## config.mk

```make
export PLATFORM = sky130hd
export DESIGN_NAME = seg7_scan_driver
export DESIGN_NICKNAME = d
export VERILOG_FILES = /design/src/rtl/seg7_pkg.sv /design/src/rtl/seg7_decoder.sv /design/src/rtl/seg7_scan_driver.sv
export SDC_FILE = /design/constraint.sdc
export NUM_CORES = 1
export LEC_CHECK = 0
export BUFFER_PORTS_ARGS = -buffer_cell sky130_fd_sc_hd__buf_2
export CAP_MARGIN = 25
export CORE_ASPECT_RATIO = 1.2
export CORE_MARGIN = 10
export CORE_UTILIZATION = 38
export CTS_CLUSTER_DIAMETER = 120
export DETAILED_ROUTE_END_ITERATION = 7
export PLACE_DENSITY = 0.56
export SYNTH_ARGS = -nofsm -noshare
export SYNTH_HDL_FRONTEND = slang
export SYNTH_HIERARCHICAL = 1
export SYNTH_SLANG_ARGS = --single-unit
```

## constraint.sdc

```tcl
create_clock -name clk_ref -period 5.7 [get_ports clk_ref]
set_input_delay 0.57 -clock clk_ref [delete_from_list [all_inputs] [get_ports clk_ref]]
set_output_delay 0.57 -clock clk_ref [all_outputs]
set_load 0.03 [all_outputs]
```

## src/rtl/seg7_pkg.sv

```systemverilog
// Shared seven-segment constants for the display blocks.
// Patterns are active-low, with bit order g..a (bit6 = g, bit0 = a).
package seg7_pkg;

    localparam logic [6:0] SEG_BLANK = 7'b1111111;

    localparam logic [6:0] SEG_TABLE [16] = '{
        7'b1000000,  // 0
        7'b1111001,  // 1
        7'b0100100,  // 2
        7'b0110000,  // 3
        7'b0011001,  // 4
        7'b0010010,  // 5
        7'b0000010,  // 6
        7'b1111000,  // 7
        7'b0000000,  // 8
        7'b0010000,  // 9
        7'b0001000,  // A
        7'b0000011,  // b
        7'b1000110,  // C
        7'b0100001,  // d
        7'b0000110,  // E
        7'b0001110   // F
    };

    function automatic logic [6:0] seg7_lookup(input logic [3:0] nibble);
        return SEG_TABLE[nibble];
    endfunction

endpackage

```

## src/rtl/seg7_decoder.sv

```systemverilog
// Combinational hex-to-segment decoder (active-low output, bits g..a).
// Other display blocks reuse it alongside the shared table.
module seg7_decoder (
    input  logic [3:0] i_nibble,
    output logic [6:0] o_seg_n
);
    import seg7_pkg::*;

    assign o_seg_n = seg7_lookup(i_nibble);

endmodule

```

## src/rtl/seg7_scan_driver.sv

```systemverilog
// Multiplexed seven-segment scan driver: a prescaler tick steps the digit index,
// the frame is latched into a shadow copy at wrap, and all pins are registered.
module seg7_scan_driver #(
    parameter logic [31:0] DIVIDER = 32'd3,
    parameter int          DIGITS  = 4
) (
    input  logic                clk_ref,
    input  logic                rst,
    input  logic                enable,
    input  logic [4*DIGITS-1:0] value,
    input  logic [DIGITS-1:0]   dp_in,
    output logic [6:0]          seg_n,
    output logic                dp_n,
    output logic [DIGITS-1:0]   an_n,
    output logic                frame_done
);
    import seg7_pkg::*;

    localparam int               IDX_W    = (DIGITS > 1) ? $clog2(DIGITS) : 1;
    localparam logic [IDX_W-1:0] LAST_IDX = IDX_W'(DIGITS - 1);

    logic [31:0]         r_cnt;
    logic [IDX_W-1:0]    r_idx;
    logic [4*DIGITS-1:0] r_shadow;
    logic [DIGITS-1:0]   r_shadow_dp;

    logic [DIGITS-1:0]   r_an_n;
    logic [6:0]          r_seg_n;
    logic                r_dp_n;
    logic                r_frame_done;

    logic                w_tick;
    logic                w_wrap;
    logic [IDX_W-1:0]    w_idx_next;
    logic [4*DIGITS-1:0] w_shadow_next;
    logic [DIGITS-1:0]   w_shadow_dp_next;
    logic [3:0]          w_nibble;
    logic                w_dp_sel;
    logic [DIGITS-1:0]   w_an_sel;
    logic [6:0]          w_seg_dec;

    assign w_tick = enable && (r_cnt == DIVIDER);
    assign w_wrap = w_tick && (r_idx == LAST_IDX);

    always_comb begin
        w_idx_next = r_idx;
        if (w_tick) begin
            w_idx_next = w_wrap ? '0 : r_idx + 1'b1;
        end
    end

    assign w_shadow_next    = w_wrap ? value : r_shadow;
    assign w_shadow_dp_next = w_wrap ? dp_in : r_shadow_dp;

    // Output stage looks at the upcoming digit so the dead-time cycle already
    // carries the new segment pattern while the anodes are still off.
    always_comb begin
        w_nibble = '0;
        w_dp_sel = 1'b0;
        w_an_sel = '1;
        for (int k = 0; k < DIGITS; k++) begin
            if (w_idx_next == IDX_W'(k)) begin
                w_nibble    = w_shadow_next[4*k +: 4];
                w_dp_sel    = w_shadow_dp_next[k];
                w_an_sel[k] = 1'b0;
            end
        end
    end

    seg7_decoder u_decoder (
        .i_nibble (w_nibble),
        .o_seg_n  (w_seg_dec)
    );

    always_ff @(posedge clk_ref) begin
        if (rst) begin
            r_cnt       <= '0;
            r_idx       <= '0;
            r_shadow    <= '0;
            r_shadow_dp <= '0;
        end else if (enable) begin
            r_cnt       <= w_tick ? '0 : r_cnt + 32'd1;
            r_idx       <= w_idx_next;
            r_shadow    <= w_shadow_next;
            r_shadow_dp <= w_shadow_dp_next;
        end
    end

    always_ff @(posedge clk_ref) begin
        if (rst) begin
            r_an_n       <= '1;
            r_seg_n      <= SEG_BLANK;
            r_dp_n       <= 1'b1;
            r_frame_done <= 1'b0;
        end else if (enable) begin
            r_an_n       <= w_tick ? '1 : w_an_sel;
            r_seg_n      <= w_seg_dec;
            r_dp_n       <= ~w_dp_sel;
            r_frame_done <= w_wrap;
        end else begin
            r_an_n       <= '1;
            r_seg_n      <= SEG_BLANK;
            r_dp_n       <= 1'b1;
            r_frame_done <= 1'b0;
        end
    end

    assign an_n       = r_an_n;
    assign seg_n      = r_seg_n;
    assign dp_n       = r_dp_n;
    assign frame_done = r_frame_done;

endmodule

```

---- Word level (Yosys, flattened, before mapping) ----
Memories as Yosys holds them, arrays and structs flattened. A register that Yosys moved wholly into a read port is not among the register bits.
Cells that the tools add are included.
storage, ports and cells
  memory bits (read-only) ................. 112
  memories ................................ 1
  output and inout bits ................... 13
  input port bits ......................... 23
  bits in registers ....................... 60
  word-level logic and storage cells ...... 40
cells by class
  bitwise gates (word level) .............. 3
  reductions and logical operators ........ 5
  eq/ne operators ......................... 5
  mux-type cells .......................... 17
  $add $sub $neg .......................... 2
memory list
  name              words  bits a word  rd ports  clocked after memory_dff  write ports  line            text
  (name not given)  16     7            1         1                         0            seg7_pkg.sv:27  return SEG_TABLE[nibble];
operators by type and width
  cell                                             count
  adder 32 x 1 -> 32 bit (second input constant)   1
  == test 32 x 2 -> 1 bit (second input constant)  1
  2-to-1 mux 32 bit                                1
  2-to-1 mux 4 bit                                 5
  2-to-1 mux 16 bit                                1
  2-to-1 mux 1 bit                                 8
  == test 2 bit (second input constant)            3
  NOT 4 -> 5 bit                                   1
  2-to-1 mux 2 bit                                 2
  OR reduction 3 bit                               1
  adder 2 x 1 -> 2 bit (second input constant)     1
  == test 2 x 1 -> 1 bit (second input constant)   1
  logical AND 1 bit                                2
  logical NOT 2 bit                                1
  NOT 1 bit                                        2
  OR reduction 2 bit                               1

---- Longest topological paths before layout ----
Gate-level depths: netlist of run 1.
  depth in word-level cells ............... 11
  depth in mapped cells ................... 15

---- Hierarchy ----
The synthesis of run 1 kept the hierarchy.
modules (own cells, without submodules)
  module            cells an instance  instances  sequential area each (um^2)  area an instance (um^2)
  seg7_scan_driver  315                1          1341.3                       3011.6
  seg7_decoder      33                 1          0.0                          269.0

---- Worst setup path before layout of run 1 ----
OpenSTA, ideal clock, no wires.
  path type ............................... flip-flop to flip-flop
  from .................................... register r_cnt[0]
  to ...................................... register r_seg_n[3], in the netlist seg_n[3]
  path buffers ............................ 2
  library setup time ...................... 0.132 ns
  slack ................................... 2.302 ns
  data arrival time ....................... 3.265 ns
  stages on the path, launching flop included .. 15
  path through ............................ dfxtp_1 -> ha_1 -> and4bb_2 -> nand4_2 -> nor3_2 -> buf_4 -> buf_6 -> mux2_2 -> a222oi_1 -> o21ai_0 -> inv_1 -> ha_1 -> inv_1 -> mux4_2 -> nand2b_1
on the way
  cells in the longest elaborated chain, start to end .. 11
  elaborated cells on any way between the ends .. 15
  classes of those cells .................. eq/ne (4); mux (7); bitwise (1); reduce/logical (3)
RTL lines
  what                                    line                    text
  start, declared                         seg7_scan_driver.sv:22  logic [31:0] r_cnt;
  start signal, assigned                  seg7_scan_driver.sv:82  r_cnt <= w_tick ? '0 : r_cnt + 32'd1;
  == test 32 x 2 -> 1 bit *               seg7_scan_driver.sv:42  assign w_tick = enable && (r_cnt == DIVIDER);
  logical AND 1 bit *                     seg7_scan_driver.sv:42
  logical AND 1 bit                       seg7_scan_driver.sv:43  assign w_wrap = w_tick && (r_idx == LAST_IDX);
  2-to-1 mux 2 bit                        seg7_scan_driver.sv:48  w_idx_next = w_wrap ? '0 : r_idx + 1'b1;
  2-to-1 mux 2 bit                        seg7_scan_driver.sv:47  if (w_tick) begin
  logical NOT 2 bit                       seg7_scan_driver.sv:62  if (w_idx_next == IDX_W'(k)) begin
  2-to-1 mux 4 bit (3 in series)          seg7_scan_driver.sv:62
  2-to-1 mux 4 bit *                      seg7_scan_driver.sv:62
  named net w_nibble[0]                   seg7_scan_driver.sv:37  logic [3:0] w_nibble;
  NOT 4 -> 5 bit (implied by the code) *  seg7_pkg.sv:27
  end, declared                           seg7_scan_driver.sv:28  logic [6:0] r_seg_n;
The timed path passes the listed nets; every way through them passes the cells marked *.
A chain may end at the register's enable or synchronous reset.

---- Final worst setup path of run 1 ----
  from .................................... register r_idx[0]
  to ...................................... register r_seg_n[3], in the netlist seg_n[3]
on the way
  cells in the longest elaborated chain, start to end .. 10
  elaborated cells on any way between the ends .. 15
  classes of those cells .................. add/sub (1); eq/ne (4); mux (7); bitwise (1); reduce/logical (2)
RTL lines
  what                                                          line                    text
  start, declared                                               seg7_scan_driver.sv:23  logic [IDX_W-1:0] r_idx;
  start signal, assigned                                        seg7_scan_driver.sv:83  r_idx <= w_idx_next;
  branches (longest 8 deep; another with adder 2 x 1 -> 2 bit)  --
  2-to-1 mux 4 bit *                                            seg7_scan_driver.sv:62
  named net w_nibble[1]                                         seg7_scan_driver.sv:37
  NOT 4 -> 5 bit (implied by the code) *                        seg7_pkg.sv:27
Mark *: on every way through the listed nets, which the timed path passes.

==> results.toml, run 1 <==
[cells_and_area]
area_growth_pct = 14.4
nNetsFinal = 413
fill_cells = 871
diodes = 0
layout-drive-gt1-share_pct = 21.8
layout.cells.non_filler = 503

[worst_setup_path]
start_kind = "register"
worstRegToRegCells = 11
critPathMaxFanout = 15
arrival_ns = 4.56
crit_path_end_kind = "register"
required_ns = 5.92
criticalPathCategory = "reg -> reg"

[global_routing]
grt_max_degree = 31
grt_usage_pct = 11.8
grt_overflow = 0
grt_pass1_vias = 2549
grt_pass1_wl_mm = 12.3
antenna_found_initial = 0

[die]
start_util_pct = 38.5
die_w_um = 105
die_y_um = 122
core_region_area_um2 = 8520
rows = 37
ios = 36
dieArea_um2 = 12800

[placement]
gp_congestion = 0.807
port_buffers = 35
hpwl_mm = 5.25
place_inst = 486

[routing]
vias = 2508
drt_wl_total_mm = 7.18
top_layer = "met4"
drcViolationCount = 0
met2_length_mm = 3.75
drtIter0Drc = 71
wl_met1_mm = 2.99
routedWlPerCell_um = 14.3
viasPerCell = 4.99
drt_pass1_iterations = 4
wl_met3_um = 303
final_antenna_net_count = 0

[synth]
yosysWarnings = 6
synthDistinctLibCells = 47
syn_area_um2 = 3280
async_reset_ff_share_pct = 0
synthFlopType = "dfxtp_1"
synth_edf_count = 0
ys_ff_latch = 67
netlist_instances = 348
seq_area_frac_synth_pct = 40.9
synth.avg_cell_area_um2 = 9.43
synth_fp_nets = 380

[cts]
cts_tree = "built"
cts_max_path_buffers = 2
post_cts_buffers = 0
cts_buffers = 9
htree_num_levels = 3
hold_buffers = 0
clkSinkCount = 67
clock_latency_ns = 0.35
root_buffer = "clkbuf_8"
cts_resized = 0
path_clk_slew_ns = 0.08

[pwr]
p_leak_nw = 1.39
p_per_area_nw_per_um2 = 243
vdd_drop_max_mv = 0.102

[timing]
relSlewSlack_pct = 35.8
drv_slew = 0
clock.fmax_mhz = 230
tightest_slew_ns = 0.936
setup_viol = 0
fin_crit_sh_pct = 76.1
finalCriticalPeriod_ns = 4.34
skew_ns = 0.00823
setup_tns_ns = 0
hold_viol_final = 0
rsz0062_at_grt = "no"

[status]
status = "finished, final reports clean"

[hold_path]
min_path_cells = 3
hold_class = "in -> reg"

[job]
max_cap_viol_count = 0
==> cells by family after synthesis <==
| family | share of synthesized area [%] |
|---|---|
| adders and majority gates | 3.43 |
| DFF | 40.9 |
| AOI/OAI and AO/OA | 8.96 |
| buffers and inverters | 3.66 |
| muxes | 9.11 |
| xor gates and xnor gates | 7.48 |
| and+or+nand+nor | 26.5 |
==> where the power goes <==
part / switching (W) / internal, W / total (W)
Combinational: 0.0000242 / 0.0000141 / 0.0000383
Clock: 0.000196 / 0.000205 / 0.000401
Sequential: 0.00000242 / 0.000472 / 0.000474
==> metal layers <==
metal | GRT usage [%] | up-vias
li1 | - | 1284
met2 | 21.2 | 37
met1 | 12.7 | 1177
met3 | 3.33 | 10
met4 | 5.50 | 0
met5 | 0 | -
==> final cells by class <==
type | instances | area, um2 | area share, %
Sequential cell | 67 | 1340 | 35.7
Multi-Input combinational cell | 257 | 1820 | 48.5
Clock inverter | 7 | 75.1 | 2.00
Timing Repair Buffer | 38 | 218 | 5.80
Inverter | 8 | 30.0 | 0.800
Clock buffer | 9 | 124 | 3.30
Tap cell | 117 | 146 | 3.90
==> layout by cell type (no fill, tap or decap), drive strengths merged, types with 2 or more instances in the layout <==
master,instances
buf,38
ha,9
inv,10
o211ai,2
nor2b,15
xnor2,7
xor2,21
and3,8
mux2i,13
dfxtp,67
nand4,14
a21oi,9
mux2,13
nor3,5
a222oi,4
nand2b,11
nand3,14
clkinv,4
and4,3
nor4,8
clkbuf,9
nand2,22
o21ai,14
nor2,49
==> synthesized netlist by cell type (2+ instances only) <==
master	instances	area [um2]
a21oi_1	9	45.0
nand2b_1	11	68.8
nand4_2	2	25.0
nor3_2	2	20.0
and3_1	8	50.1
buf_6	3	33.8
nor3_1	3	15.0
o21ai_1	4	20.0
nor4_2	6	75.1
nor2_1	49	184
dfxtp_1	67	1340
xor2_1	21	184
mux2i_1	13	130
nor2b_1	15	93.8
xnor2_1	7	61.3
o211ai_1	2	15.0
and4_1	2	17.5
a222oi_1	4	40.0
nand2_1	22	82.6
buf_2	3	15.0
ha_1	9	113
nand3_1	14	70.1
inv_1	8	30.0
clkbuf_1	9	33.8
mux2_2	13	146
nand4_1	12	75.1
o21ai_0	10	50.1
==> worst max-delay path: stages, from the launching register on <==
cell,delay (ns)
dfxtp_1,0.67
ha_1,0.45
inv_1,0.09
nor3_2,0.70
mux2_2,0.43
a222oi_1,0.47
o21ai_0,0.38
inv_1,0.24
ha_1,0.14
inv_1,0.05
mux4_2,0.43
nand2b_1,0.15
==> sequential cells by signal, summed over array words and instances (netlist names) <==
| register | flops |
|---|---|
| an_n | 4 |
| r_shadow_dp | 4 |
| seg_n | 7 |
| r_shadow | 16 |
| r_idx | 2 |
| dp_n | 1 |
| r_cnt | 32 |
| frame_done | 1 |
==> through the flow <==
stage | instance area, um2 | hold slack [ns] | total power [W] | util, % | setup WS (ns)
5_1_grt | 3750 | 0.457 | 0.000945 | 44.1 | 0.979
3_5_place_dp | 3530 | 0.466 | 0.000522 | 41.4 | 1.22
6_report | 3750 | 0.459 | 0.000913 | 44.1 | 1.36
4_1_cts | 3730 | 0.456 | 0.000922 | 43.7 | 1.29
2_1_floorplan | 3280 | 0.436 | 0.000507 | - | 2.30
3_3_place_gp | 3520 | 0.450 | 0.000521 | 41.3 | 1.35
==> final timing paths <==
check	slack [ns]	end	from
setup / recovery	1.36	seg_n[3]$_SDFF_PP1_	r_idx[0]$_SDFFE_PP0P_
hold / removal	0.46	r_shadow[6]$_SDFFE_PP0P_	value[6]
setup reg to reg	1.36	seg_n[3]$_SDFF_PP1_	r_idx[0]$_SDFFE_PP0P_
hold reg to reg	0.47	r_shadow_dp[0]$_SDFFE_PP0P_	r_shadow_dp[0]$_SDFFE_PP0P_
(Power assumes the default switching activity.)
==> run 2: changes to the inputs <==
--- a/config.mk
+++ b/config.mk
@@ -12,7 +12,7 @@
 export CORE_UTILIZATION = 38
 export CTS_CLUSTER_DIAMETER = 120
 export DETAILED_ROUTE_END_ITERATION = 7
-export PLACE_DENSITY = 0.56
+export PLACE_DENSITY = 0.58
 export SYNTH_ARGS = -nofsm -noshare
 export SYNTH_HDL_FRONTEND = slang
 export SYNTH_HIERARCHICAL = 1
==> constraint.sdc (replaced) <==
create_clock -name clk_ref -period 3.7 [get_ports clk_ref]
set_input_delay 0.37 -clock clk_ref [delete_from_list [all_inputs] [get_ports clk_ref]]
set_output_delay 0.37 -clock clk_ref [all_outputs]
set_load 0.03 [all_outputs]
==> run 2 against run 1 <==
  * Worst setup slack got worse by 1.2 ns
  * Sequential share of layout area decreased by 1.4 points
  * Flip-flop and latch count unchanged
  * Clock skew increased by 0.0030 ns
  * Largest cell class unchanged
  * Largest power group unchanged
==> results.toml, run 2 (same netlist as run 1, synthesis figures left out) <==
[worst_setup_path]
required_ns = 3.91
crit_path_end_kind = "register"
criticalPathCategory = "reg -> reg"
arrival_ns = 3.71
start_kind = "register"
critPathMaxFanout = 10

[cells_and_area]
multi_input_area_um2 = 1860
fill_cells = 873
largest_reg_flops = 32
nNetsFinal = 423
mostFrequentLayoutCell = "dfxtp_1"
diodes = 0
seqCellArea_um2 = 1340
mostFrequentLayoutCells = "dfxtp_1 (65), nor2_1 (49), buf_2 (35)"
area_growth_pct = 19.3
largest-register = "r_cnt"
layout-drive-gt1-share_pct = 24.7

[routing]
met2_length_mm = 3.61
drt_pass1_iterations = 4
drtIter0Drc = 86
final_antenna_net_count = 0
wl_met3_um = 363
top_layer = "met4"
wl_met1_mm = 3.11
drcViolationCount = 0
routedWlPerCell_um = 14.2
drt_wl_total_mm = 7.30
vias = 2582
viasPerCell = 5.03

[die]
die_y_um = 122
core_region_area_um2 = 8520
dieArea_um2 = 12800
rows = 37
ios = 36
start_util_pct = 38.5
die_w_um = 105

[timing]
setup_tns_ns = 0
fin_crit_sh_pct = 94.8
drv_slew = 0
clock.fmax_mhz = 285
fin_ws_ns = 0.193
skew_ns = 0.0113
finalCriticalPeriod_ns = 3.51
tightest_slew_ns = 0.880
relSlewSlack_pct = 39.7
setup_viol = 0
hold_viol_final = 0

[placement]
hpwl_mm = 5.28
port_buffers = 35
gp_congestion = 0.813
place_ws_ns = 0.0142

[cts]
clkSinkCount = 67
cts_max_path_buffers = 2
cts_tree = "built"
htree_num_levels = 3
path_clk_slew_ns = 0.07
root_buffer = "clkbuf_8"
clock_latency_ns = 0.35
hold_buffers = 0
cts_buffers = 9

[pwr]
vdd_drop_max_mv = 0.225
p_leak_nw = 1.47
p_per_area_nw_per_um2 = 377

[job]
max_cap_viol_count = 0

[status]
status = "finished, final reports clean"

[global_routing]
grt_overflow = 0
grt_pass1_wl_mm = 12.4
grt_usage_pct = 11.8
antenna_found_initial = 0
grt_pass1_vias = 2658
grt_max_degree = 31

[hold_path]
hold_class = "in -> reg"
[run 2: changes by cell type in the layout (fill, tap and decap cells not counted), moves of 2 or more]
cell,before,now
buf_4,2,11
clkbuf_8,9,11
clkinv_4,2,0
dfxtp_1,67,65
dfxtp_2,0,2
inv_6,2,0
nor4_4,1,3
o21ai_0,9,7
[run 2: metal layers]
metal	GRT usage, %	up-vias
met5	0	-
met4	6.70	0
met3	3.96	19
met2	20.8	46
met1	12.2	1212
li1	-	1305
[run 2: final timing paths]
kind	start	end	slack [ns]	depth (start not counted)
worst max-delay path	r_cnt[9]$_SDFFE_PP0P_	seg_n[3]$_SDFF_PP1_	0.19	11
worst min-delay path	value[6]	r_shadow[6]$_SDFFE_PP0P_	0.26	3
worst max register to register	r_cnt[9]$_SDFFE_PP0P_	seg_n[3]$_SDFF_PP1_	0.19	11
worst min register to register	r_shadow_dp[2]$_SDFFE_PP0P_	r_shadow_dp[2]$_SDFFE_PP0P_	0.47	2
[run 2: worst max-delay path, cell delays in order, from the launching register on]
cell	delay [ns]
dfxtp_1	0.38
nor4_2	0.38
nand4_4	0.20
nor3_4	0.28
buf_12	0.17
mux2_2	0.35
a222oi_1	0.42
o21ai_1	0.14
buf_4	0.19
ha_1	0.24
mux4_2	0.46
nand2b_1	0.15
[run 2: metrics by stage]
step | hold slack (ns) | std cells | cell area [um2] | total power (W) | utilization (%)
5_1_grt | 0.271 | 513 | 3910 | 0.00152 | 45.9
4_1_cts | 0.244 | 511 | 3830 | 0.00150 | 45.0
6_report | 0.261 | 513 | 3910 | 0.00147 | 45.9
3_3_place_gp | 0.450 | 494 | 3600 | 0.000805 | 42.3
2_1_floorplan | 0.436 | 348 | 3280 | 0.000781 | -
3_5_place_dp | 0.459 | 494 | 3600 | 0.000805 | 42.3
[run 2: area by class of cell]
class	instances	area share (%)
multi-input combinational	257	47.6
timing repair buffer	48	7.74
clock inverter	4	1.85
tap	117	3.74
sequential	67	34.3
inverter	8	0.768
clock buffer	12	3.97
[run 2: power breakdown]
group	switching, W	leakage [nW]	total [W]	internal, W
logic	0.0000370	0.810	0.0000577	0.0000207
clock network	0.000270	0.113	0.000686	0.000415
registers	0.00000306	0.543	0.000731	0.000727
[run 2: repair_timing]
item | in CTS | in global routing
gates resized for setup | 1 | 10
setup buffers | 1 | 1
pin swaps | 1 | 3
endpoints found under the setup margin | 1 | 5
cloned | 0 | 1
==> run 3: changes to the inputs <==
--- a/config.mk
+++ b/config.mk
@@ -9,10 +9,10 @@
 export CAP_MARGIN = 25
 export CORE_ASPECT_RATIO = 1.2
 export CORE_MARGIN = 10
-export CORE_UTILIZATION = 38
+export CORE_UTILIZATION = 30
 export CTS_CLUSTER_DIAMETER = 120
 export DETAILED_ROUTE_END_ITERATION = 7
-export PLACE_DENSITY = 0.58
+export PLACE_DENSITY = 0.48
 export SYNTH_ARGS = -nofsm -noshare
 export SYNTH_HDL_FRONTEND = slang
 export SYNTH_HIERARCHICAL = 1
==> run 3 against run 2 <==
  * Final area rose by 4.3%
  * Flip-flop and latch count did not move
  * Largest power group is now the clock network
  * Worst setup slack improved by 0.055 ns
  * Critical path depth rose by 2
  * Register-to-register slack improved by 0.06 ns
  * Total power rose by 20%
  * Clock skew fell by 0.0056 ns
==> results.toml, run 3 (same netlist as run 1, synthesis figures left out) <==
[status]
status = "finished, final reports clean"

[routing]
drcViolationCount = 0
routedWlPerCell_um = 14.4
drt_pass1_iterations = 7
vias = 2574
final_antenna_net_count = 0
viasPerCell = 4.84
drtIter0Drc = 102
drt_wl_total_mm = 7.65

[global_routing]
grt_pass1_wl_mm = 13.0
grt_overflow = 0
grt_usage_pct = 10.3
grt_pass1_vias = 2663
met3_usage_pct = 3.55
use_met2_pct = 17.3
grt.busiest_layer = "met2"
use_met1_pct = 11.6
grt_max_degree = 31
antenna_found_initial = 0

[die]
dieArea_um2 = 15500
die_w_um = 115
start_util_pct = 30.9
core_region_area_um2 = 10600
rows = 41
ios = 36
die_y_um = 135

[worst_setup_path]
crit_path_end_kind = "register"
cpMostUsedCell = "inv_1"
required_ns = 3.89
worstRegToRegCells = 13
arrival_ns = 3.64
criticalPathCategory = "reg -> reg"
cp_slowest_cell = "mux4_2"
cp.depth = 13
cpPeakStageDelay_ns = 0.43
cp_cell_sequence = "nor4_4 > nand4_4 > nor3_4 > buf_6 > mux2_2 > a222oi_1 > o21ai_1 > buf_4 > inv_1 > ha_1 > inv_1 > mux4_2 > nand2b_1"
cp_num_buf_inv = 4
cpLargestDelayFamily = "simple AND/OR/NAND/NOR gates"
start_kind = "register"
critPathMaxFanout = 8

[cells_and_area]
area_growth_pct = 24.4
largest-register = "r_cnt"
layout.cells.non_filler = 532
mostFrequentLayoutCells = "dfxtp_1 (66), nor2_1 (49), buf_2 (35)"
layout-drive-gt1-share_pct = 25.6
largest_reg_flops = 32
fill_cells = 1071
diodes = 0
mostFrequentLayoutCell = "dfxtp_1"
nNetsFinal = 430
final_area_um2 = 4080

[timing]
rsz0062_at_grt = "no"
holdWs_ns = 0.285
tightest_slew_ns = 0.770
clock.fmax_mhz = 290
drv_slew = 0
hold_viol_final = 0
skew_ns = 0.00568
fin_crit_sh_pct = 93.3
finalCriticalPeriod_ns = 3.45
setup_viol = 0
relSlewSlack_pct = 48.6
setup_tns_ns = 0

[cts]
cts_buffers = 9
htree_num_levels = 3
root_buffer = "clkbuf_16"
cts_tree = "built"
hold_buffers = 0
cts_max_path_buffers = 2
path_clk_slew_ns = 0.06
clkSinkCount = 67
clock_latency_ns = 0.33

[pwr]
vdd_drop_max_mv = 0.270
p_per_area_nw_per_um2 = 433
p_leak_nw = 1.56

[hold_path]
min_path_cells = 3
hold_class = "in -> reg"

[placement]
place_inst = 513
hpwl_mm = 5.68
dpl_cell_area_um2 = 3650
gp_congestion = 0.787
port_buffers = 35

[job]
max_cap_viol_count = 0
-- run 3: changes by cell type in the layout (fill, tap and decap cells not counted), sizes merged --
cell,before,now
bufinv,2,3
clkinv,1,3
buf,47,55
clkbuf,13,9
-- run 3: metrics by stage --
stage | worst slack (ns) | power, W | utilization [%]
6_report | 0.248 | 0.00177 | 38.4
5_1_grt | 0.00163 | 0.00183 | 38.4
4_1_cts | 0.0675 | 0.00179 | 37.6
3_5_place_dp | 0.101 | 0.000807 | 34.4
3_3_place_gp | 0.159 | 0.000808 | 34.4
2_1_floorplan | 0.302 | 0.000781 | -
-- run 3: area by class of cell --
type	instances	area, um2	share of cell area, %
multi-input cells	257	1880	46.0
flip-flops and latches	67	1340	32.9
repair buffers	55	329	8.07
clock buffers	9	225	5.52
well taps	129	161	3.96
clock inverters	7	116	2.85
inverters	8	30.0	0.736
-- run 3: per-layer routing --
metal / vias up / wire length (um)
met1: 1206 / 3350
met3: 10 / 362
met5: - / 0
li1: 1314 / -
met4: 0 / 108
met2: 44 / 3820
-- run 3: power by group --
group / switching [W] / internal, W / leakage, nW
clock network: 0.000318 / 0.000656 / 0.165
logic: 0.0000385 / 0.0000214 / 0.849
registers: 0.00000317 / 0.000728 / 0.542
total: 0.000360 / 0.00141 / 1.56
-- run 3: what timing repair did --
item                                    in CTS  in global routing
gates resized for setup                      0                 11
endpoints found under the setup margin       0                  7
setup buffers                                0                  3
-- run 3: path summary, 6_finish.rpt --
path	start	end	slack, ns
min reg2reg	r_shadow[6]$_SDFFE_PP0P_	r_shadow[6]$_SDFFE_PP0P_	0.46
max	r_cnt[13]$_SDFFE_PP0P_	seg_n[3]$_SDFF_PP1_	0.25
min	value[6]	r_shadow[6]$_SDFFE_PP0P_	0.28
max reg2reg	r_cnt[13]$_SDFFE_PP0P_	seg_n[3]$_SDFF_PP1_	0.25
-- run 3: worst reg2reg max path, cell delays in order, from the launching register on --
cell and delay [ns]:
dfxtp_1 0.38, nor4_4 0.38, nand4_4 0.22, nor3_4 0.24, buf_6 0.16, mux2_2 0.34, a222oi_1 0.37, o21ai_1 0.14
buf_4 0.18, inv_1 0.12, ha_1 0.16, inv_1 0.05, mux4_2 0.43, nand2b_1 0.15
